==> src/rtl/fp_normalizer_if.sv <==
// fp_normalizer_if: load/operand/result bundle for fp_normalizer.
// master (requester): drives load, sign_in, exp_in, mant_in; receives result, busy, done, flags.
// slave (normalizer): the reverse.
interface fp_normalizer_if;
    logic        load;
    logic        sign_in;
    logic [7:0]  exp_in;
    logic [24:0] mant_in;
    logic [31:0] result;
    logic        busy;
    logic        done;
    logic        zero_f;
    logic        ovf_f;
    logic        unf_f;
    modport master (
        output load, sign_in, exp_in, mant_in,
        input  result, busy, done, zero_f, ovf_f, unf_f
    );
    modport slave (
        input  load, sign_in, exp_in, mant_in,
        output result, busy, done, zero_f, ovf_f, unf_f
    );
endinterface

==> src/rtl/fp_normalizer.sv <==
// fp_normalizer: iterative single-precision post-normalizer with flush-to-zero.
// Ports: clk, reset (async active-low), bus (slave): load/sign_in/exp_in/mant_in in,
//        result {sign,exp,frac}, busy, done pulse, zero_f/ovf_f/unf_f out.
module fp_normalizer (
    input logic            clk,
    input logic            reset,
    fp_normalizer_if.slave bus
);
    typedef enum logic [1:0] {IDLE, NORM, DONE} state_t;
    state_t      state;
    logic        s;
    logic [8:0]  e;
    logic [24:0] m;
    always_ff @(posedge clk or negedge reset) begin
        if (!reset) begin
            state      <= IDLE;
            s          <= 1'b0;
            e          <= 9'd0;
            m          <= 25'd0;
            bus.result <= 32'h0;
            bus.busy   <= 1'b0;
            bus.done   <= 1'b0;
            bus.zero_f <= 1'b0;
            bus.ovf_f  <= 1'b0;
            bus.unf_f  <= 1'b0;
        end else begin
            bus.busy <= 1'b0;
            bus.done <= 1'b0;
            if (state == NORM) begin
                if (m[23]) begin
                    bus.result <= {s, e[7:0], m[22:0]};
                    bus.done   <= 1'b1;
                    state      <= DONE;
                end else if (e == 9'd1) begin
                    // one more shift would leave the normal range: flush to zero
                    bus.result <= {s, 31'h0};
                    bus.unf_f  <= 1'b1;
                    bus.done   <= 1'b1;
                    state      <= DONE;
                end else begin
                    m        <= m << 1;
                    e        <= e - 9'd1;
                    bus.busy <= 1'b1;
                end
            end else if (bus.load) begin
                s          <= bus.sign_in;
                e          <= {1'b0, bus.exp_in};
                m          <= bus.mant_in;
                bus.zero_f <= 1'b0;
                bus.ovf_f  <= 1'b0;
                bus.unf_f  <= 1'b0;
                if (bus.mant_in == 25'd0) begin
                    bus.result <= 32'h0;
                    bus.zero_f <= 1'b1;
                    bus.done   <= 1'b1;
                    state      <= DONE;
                end else if (bus.mant_in[24] && bus.exp_in >= 8'hFE) begin
                    bus.result <= {bus.sign_in, 8'hFF, 23'h0};
                    bus.ovf_f  <= 1'b1;
                    bus.done   <= 1'b1;
                    state      <= DONE;
                end else if (bus.mant_in[24]) begin
                    // carry-out: renormalize right by one, fraction LSB is dropped
                    m        <= bus.mant_in >> 1;
                    e        <= {1'b0, bus.exp_in} + 9'd1;
                    bus.busy <= 1'b1;
                    state    <= NORM;
                end else if (bus.exp_in == 8'd0) begin
                    bus.result <= {bus.sign_in, 31'h0};
                    bus.unf_f  <= 1'b1;
                    bus.done   <= 1'b1;
                    state      <= DONE;
                end else begin
                    bus.busy <= 1'b1;
                    state    <= NORM;
                end
            end else begin
                state <= IDLE;
            end
        end
    end
endmodule

==> src/flat_wrapper.sv <==
// flat-port wrapper written by rule: the top's interface ports become plain ports
module fp_normalizer_flat 
  (clk, reset, bus_load, bus_sign_in, bus_exp_in, bus_mant_in, bus_result, bus_busy, bus_done, bus_zero_f, bus_ovf_f, bus_unf_f);
  fp_normalizer_if bus_i ();
  input logic clk;
  input logic reset;
  input wire logic [$bits(bus_i.load)-1:0] bus_load;
  input wire logic [$bits(bus_i.sign_in)-1:0] bus_sign_in;
  input wire logic [$bits(bus_i.exp_in)-1:0] bus_exp_in;
  input wire logic [$bits(bus_i.mant_in)-1:0] bus_mant_in;
  output wire logic [$bits(bus_i.result)-1:0] bus_result;
  output wire logic [$bits(bus_i.busy)-1:0] bus_busy;
  output wire logic [$bits(bus_i.done)-1:0] bus_done;
  output wire logic [$bits(bus_i.zero_f)-1:0] bus_zero_f;
  output wire logic [$bits(bus_i.ovf_f)-1:0] bus_ovf_f;
  output wire logic [$bits(bus_i.unf_f)-1:0] bus_unf_f;
  assign bus_i.load = bus_load;
  assign bus_i.sign_in = bus_sign_in;
  assign bus_i.exp_in = bus_exp_in;
  assign bus_i.mant_in = bus_mant_in;
  assign bus_result = bus_i.result;
  assign bus_busy = bus_i.busy;
  assign bus_done = bus_i.done;
  assign bus_zero_f = bus_i.zero_f;
  assign bus_ovf_f = bus_i.ovf_f;
  assign bus_unf_f = bus_i.unf_f;
  fp_normalizer u_core (.clk(clk), .reset(reset), .bus(bus_i));
endmodule
==> config.mk <==
export PLATFORM = sky130hd
export DESIGN_NAME = fp_normalizer_flat
export DESIGN_NICKNAME = d
export VERILOG_FILES = /design/src/rtl/fp_normalizer_if.sv /design/src/rtl/fp_normalizer.sv /design/src/flat_wrapper.sv
export SDC_FILE = /design/constraint.sdc
export NUM_CORES = 1
export LEC_CHECK = 0
export ABC_AREA = 1
export CORE_UTILIZATION = 57
export DETAILED_ROUTE_END_ITERATION = 12
export HOLD_SLACK_MARGIN = 0.02
export PLACE_DENSITY = 0.95
export SLEW_MARGIN = 20
export SYNTH_ARGS = -nofsm -noshare
export SYNTH_HDL_FRONTEND = slang
export SYNTH_SLANG_ARGS = --single-unit
==> constraint.sdc <==
create_clock -name clk -period 2.7 [get_ports clk]
set_input_delay 0.54 -clock clk [delete_from_list [all_inputs] [get_ports clk]]
set_output_delay 0.54 -clock clk [all_outputs]
set_load 0.02 [all_outputs]
; ---- Word level (Yosys, flattened, before mapping)
; Index checks and enable logic that the tools add are counted.
[word_totals]
reg_bits = 73
out_inout_bits = 37
wordCells = 86
[op_classes]
n_addsub = 2
order_cmp = 1
n_eq_ne = 7
mux = 55
n_bitwise = 1
reduce_logical = 9
[ops]
columns = cell, count
row1 = $mux 32, 8
row2 = $mux 24, 7
row3 = $mux 9, 7
row4 = $logic_not 25->1, 1
row5 = $mux 1, 25
row6 = $mux 2, 8
row7 = $add 8x1->9 const B, 1
row8 = $eq 9x1->1 const B, 1
row9 = $sub 9x1->9 const B, 1
row10 = $ge 8x8->1 const B, 1
row11 = $logic_not 8->1, 1
row12 = $ne 2x2->1 const B, 3
row13 = $reduce_and 3->1, 2
row14 = $ne 4x1->1 const B, 1
row15 = $reduce_and 4->1, 1
row16 = $reduce_bool 4->1, 1
row17 = $ne 3x2->1 const B, 1
row18 = $eq 2x1->1 const B, 1
row19 = $reduce_and 2->1, 1
row20 = $reduce_bool 2->1, 1
row21 = $logic_and 1x1->1, 1
row22 = $not 1->1, 1

; ---- Logic depth before layout (Yosys ltp)
[logic_depth]
ltp_word = 7
mapped_depth = 12
ltp_nobuf = 11

; ---- Worst setup path after synthesis
; OpenSTA, ideal clock, no wires.
[synth_path]
kind = input-to-reg
start = input port bus_exp_in[0]
end = register u_core.bus.result[10]
setup_time_ps = 66
t_arrival_ps = 1660
required_time_ps = 2634
slack_ps = 975
path_stages = 12
path_buffers = 1
path_cell_list = inv_1 ha_1 nor2_1 nor2_4 nand3_4 nand2_1 inv_2 nand3_4 nand2_4 buf_6 nand2_1 nand2_1
[synth_between]
elab_chain_len = 6
[synth_lines]
columns = item, line_no
row1 = "start, declared", flat_wrapper.sv:9  ; input wire logic [$bits(bus_i.exp_in)-1:0] bus_exp_in;
row2 = $ge 8x8->1, fp_normalizer.sv:57  ; end else if (bus.mant_in[24] && bus.exp_in >= 8'hFE) begin
row3 = $logic_and 1x1->1, fp_normalizer.sv:57
row4 = $mux 32, fp_normalizer.sv:57
row5 = $mux 32, fp_normalizer.sv:52  ; if (bus.mant_in == 25'd0) begin
row6 = $mux 32, fp_normalizer.sv:45  ; end else if (bus.load) begin
row7 = $mux 32, fp_normalizer.sv:29  ; if (state == NORM) begin
row8 = "end signal, assigned", fp_normalizer.sv:31  ; bus.result <= {s, e[7:0], m[22:0]};
row9 = "end signal, assigned", fp_normalizer.sv:36  ; bus.result <= {s, 31'h0};
row10 = "end signal, assigned", fp_normalizer.sv:58  ; bus.result <= {bus.sign_in, 8'hFF, 23'h0};
row11 = "end, declared", fp_normalizer_if.sv:21  ; output result, busy, done, zero_f, ovf_f, unf_f
; Parallel ways exist; a longest one is shown, timed or not. The select of a mux whose other input is x is not followed.
; A chain may end at the register's enable or synchronous reset.

; ---- Worst setup path after layout
[layout_path]
start = input port bus_exp_in[0]
end = register u_core.bus.result[11]
; The elaborated chain is that of the path after synthesis.

==> results.py <==
metrics = {
    "timing": {
        "max-slew-margin-rel": 0.518,
        "drv_slew": 0,
        "setup_tns_ns": 0,
        "fmax_mhz": 444,
        "hold_viol": 0,
        "setup_viol": 0,
        "tightestPinTransition_ns": 0.723,
        "fin_skew_ns": 0.0124,
        "finalCriticalPeriod_ns": 2.25,
        "finalCritPeriodShare": 0.835,
        "rsz0062_at_grt": "false",
        "whs_ns": 0.247,
    },
    "logic_synthesis": {
        "yosysTopAreaCellShare": 0.458,
        "synth_area_per_cell_um2": 7.28,
        "synth_area_um2": 3990,
        "yosysSeqAreaShare": 0.458,
        "ys_ff_latch": 73,
        "ys_types": 29,
        "syn_inst": 548,
        "yosys_warnings": 0,
        "synth_area_leaders": "dfrtp_1 (46%), nand2_1 (20%), o21ai_0 (4.6%)",
        "yosysTopAreaCell": "dfrtp_1",
        "syn_nets": 590,
    },
    "die": {
        "coreArea_um2": 6790,
        "die_x_um": 85.7,
        "rows": 30,
        "io_pins": 74,
        "die_y_um": 85.7,
        "initial_core_util": 0.587,
        "dieArea_um2": 7340,
    },
    "detailed_routing": {
        "via_per_inst": 5.45,
        "drt_iter0_drc": 369,
        "met1_length_mm": 4.37,
        "top_layer_used": "met4",
        "drtAntennaViolNets": 0,
        "drc_errors": 0,
        "dr_wl_met3_um": 693,
        "vias": 3927,
        "dr_wl_met2_mm": 4.74,
        "routedWlPerCell_um": 13.9,
        "postRouteWirelength_mm": 10.0,
        "first_pass_iters": 7,
    },
    "job": {
        "drv_cap": 0,
    },
    "clock_tree": {
        "ctsResizeCount": 0,
        "root_buffer": "clkbuf_8",
        "insertion_delay_ns": 0.35,
        "cts_sinks": 73,
        "clockBufferDepth": 2,
        "cts_made_buffers": 9,
        "hold_buffers": 0,
        "tritoncts": "yes",
        "clk_pin_slew_ns": 0.08,
        "cts_setup_buffers": 0,
        "htree_levels": 3,
    },
    "place": {
        "port_buffers": 73,
        "routabilityCongestion": 0.914,
        "dp_hpwl_mm": 7.20,
    },
    "min_path": {
        "hold_class": "in -> async",
    },
    "global_route": {
        "overflow": 0,
        "antenna_found_initial": 0,
        "grt_pass1_vias": 3559,
        "grt_max_degree": 45,
        "grt_first_pass_wirelength_mm": 16.4,
        "grt_usage": 0.287,
    },
    "outcome": {
        "status": "finished, final reports clean",
    },
    "layout": {
        "fill_cells": 516,
        "drive_above_1_share": 0.0672,
        "fin_nets": 662,
        "utilization": 0.733,
        "area.growth.synth_to_final_pct": 24.8,
        "n_antenna_cell": 0,
    },
    "critical_path": {
        "arrival_ns": 2.55,
        "worstPathRequired_ns": 2.99,
        "end_kind": "flip-flop",
        "critPathLaunchType": "input port",
        "path_class": "in -> reg",
        "crit_fanout": 34,
    },
    "power": {
        "leakage_nw": 2.46,
        "power.density_cell_area_nw_per_um2": 1050,
        "ir_drop_mv": 0.561,
    },
}
Yosys cell counts (all sizes together):
master    n
clkbuf    9
ha        5
or2       2
buf      14
a31oi     2
nand3    38
o211ai   23
o21ai    38
a22oi     1
nand2   220
nor3      2
nor2     45
nand4     5
dfrtp    73
xor2      1
inv      51
a21oi    19
layout make-up:
type                       count  area (µm²)  area share
clock inverter                 5        31.3     0.00628
timing repair buffer          84         821       0.165
tap                           96         120      0.0241
inverter                      51         191      0.0384
multi-input combinational    401        1850       0.371
clock buffer                  11         141      0.0284
sequential                    73        1830       0.367
per-stage QoR:
step	cells	worst slack (ns)	instance area, µm²	power (W)
after floorplan	548	0.975	3990	0.00355
after global placement	705	0.218	4810	0.00435
after detailed placement	705	0.112	4810	0.00446
after CTS	721	0.467	4980	0.00522
after global routing	721	0.301	4980	0.00561
final	721	0.445	4980	0.00524
worst max-delay path, stage by stage:
cell and delay, ns:
clkdlybuf4s50_1 0.52, inv_1 0.10, ha_1 0.20, nor2_1 0.17, nor2_4 0.07, nand3_4 0.09
nand2_1 0.08, inv_2 0.09, nand3_4 0.14, nand2_4 0.33, nand2_1 0.12, nand2_1 0.08
cells by family after synthesis:
kind of cell	share of synthesized area
AOI/OAI and AO/OA	0.120
xor gates and xnor gates	0.00219
adders and majority gates	0.0157
buffers and inverters	0.0793
DFF	0.458
and+or+nand+nor	0.325
layer usage:
layer,global-route usage,vias to the layer above
met2,0.465,191
li1,-,1895
met1,0.390,1818
met4,0.109,0
met3,0.0481,23
met5,0,-
placed cells by master, fill, tap and decap left out, drive strengths merged, types with 4 or more instances in the layout:
cell,synthesis,routed
nor2,45,45
clkbuf,9,11
clkinv,0,4
ha,5,5
o211ai,23,23
a21oi,19,19
nand2,220,220
clkdlybuf4s50,0,72
inv,51,51
nand3,38,38
dfrtp,73,73
o21ai,38,38
buf,14,12
nand4,5,5
flip-flops by register name, summed over array words and instances (netlist names):
name               flops
u_core.state           2
u_core.bus.ovf_f       1
u_core.bus.busy        1
u_core.m              24
u_core.s               1
u_core.bus.done        1
u_core.bus.zero_f      1
u_core.bus.unf_f       1
u_core.e               9
u_core.bus.result     32
path summary, 6_finish.rpt:
path                                                    from                                 to  slack [ns]  cells after the start
max in group asynchronous                              reset        u_core.state[0]$_DFFE_PN0P_        1.78                      2
min reg2reg                u_core.bus.result[26]$_DFFE_PN0P_  u_core.bus.result[26]$_DFFE_PN0P_        0.47                      2
max                                            bus_exp_in[0]  u_core.bus.result[11]$_DFFE_PN0P_        0.45                     12
min in group clk           u_core.bus.result[26]$_DFFE_PN0P_  u_core.bus.result[26]$_DFFE_PN0P_        0.47                      2
max reg2reg                      u_core.state[1]$_DFFE_PN0P_           u_core.m[22]$_DFFE_PN0P_        0.67                      7
min                                                    reset  u_core.bus.result[30]$_DFFE_PN0P_        0.25                      1
power breakdown:
part / internal [W] / leakage, nW / switching, W / total, W
Sequential: 0.00160 / 0.917 / 0.000361 / 0.00196
Combinational: 0.000980 / 1.45 / 0.00155 / 0.00253
Clock: 0.000355 / 0.0891 / 0.000400 / 0.000755
Total: 0.00293 / 2.46 / 0.00231 / 0.00524
No activity file was read; power rests on OpenSTA's default activity.
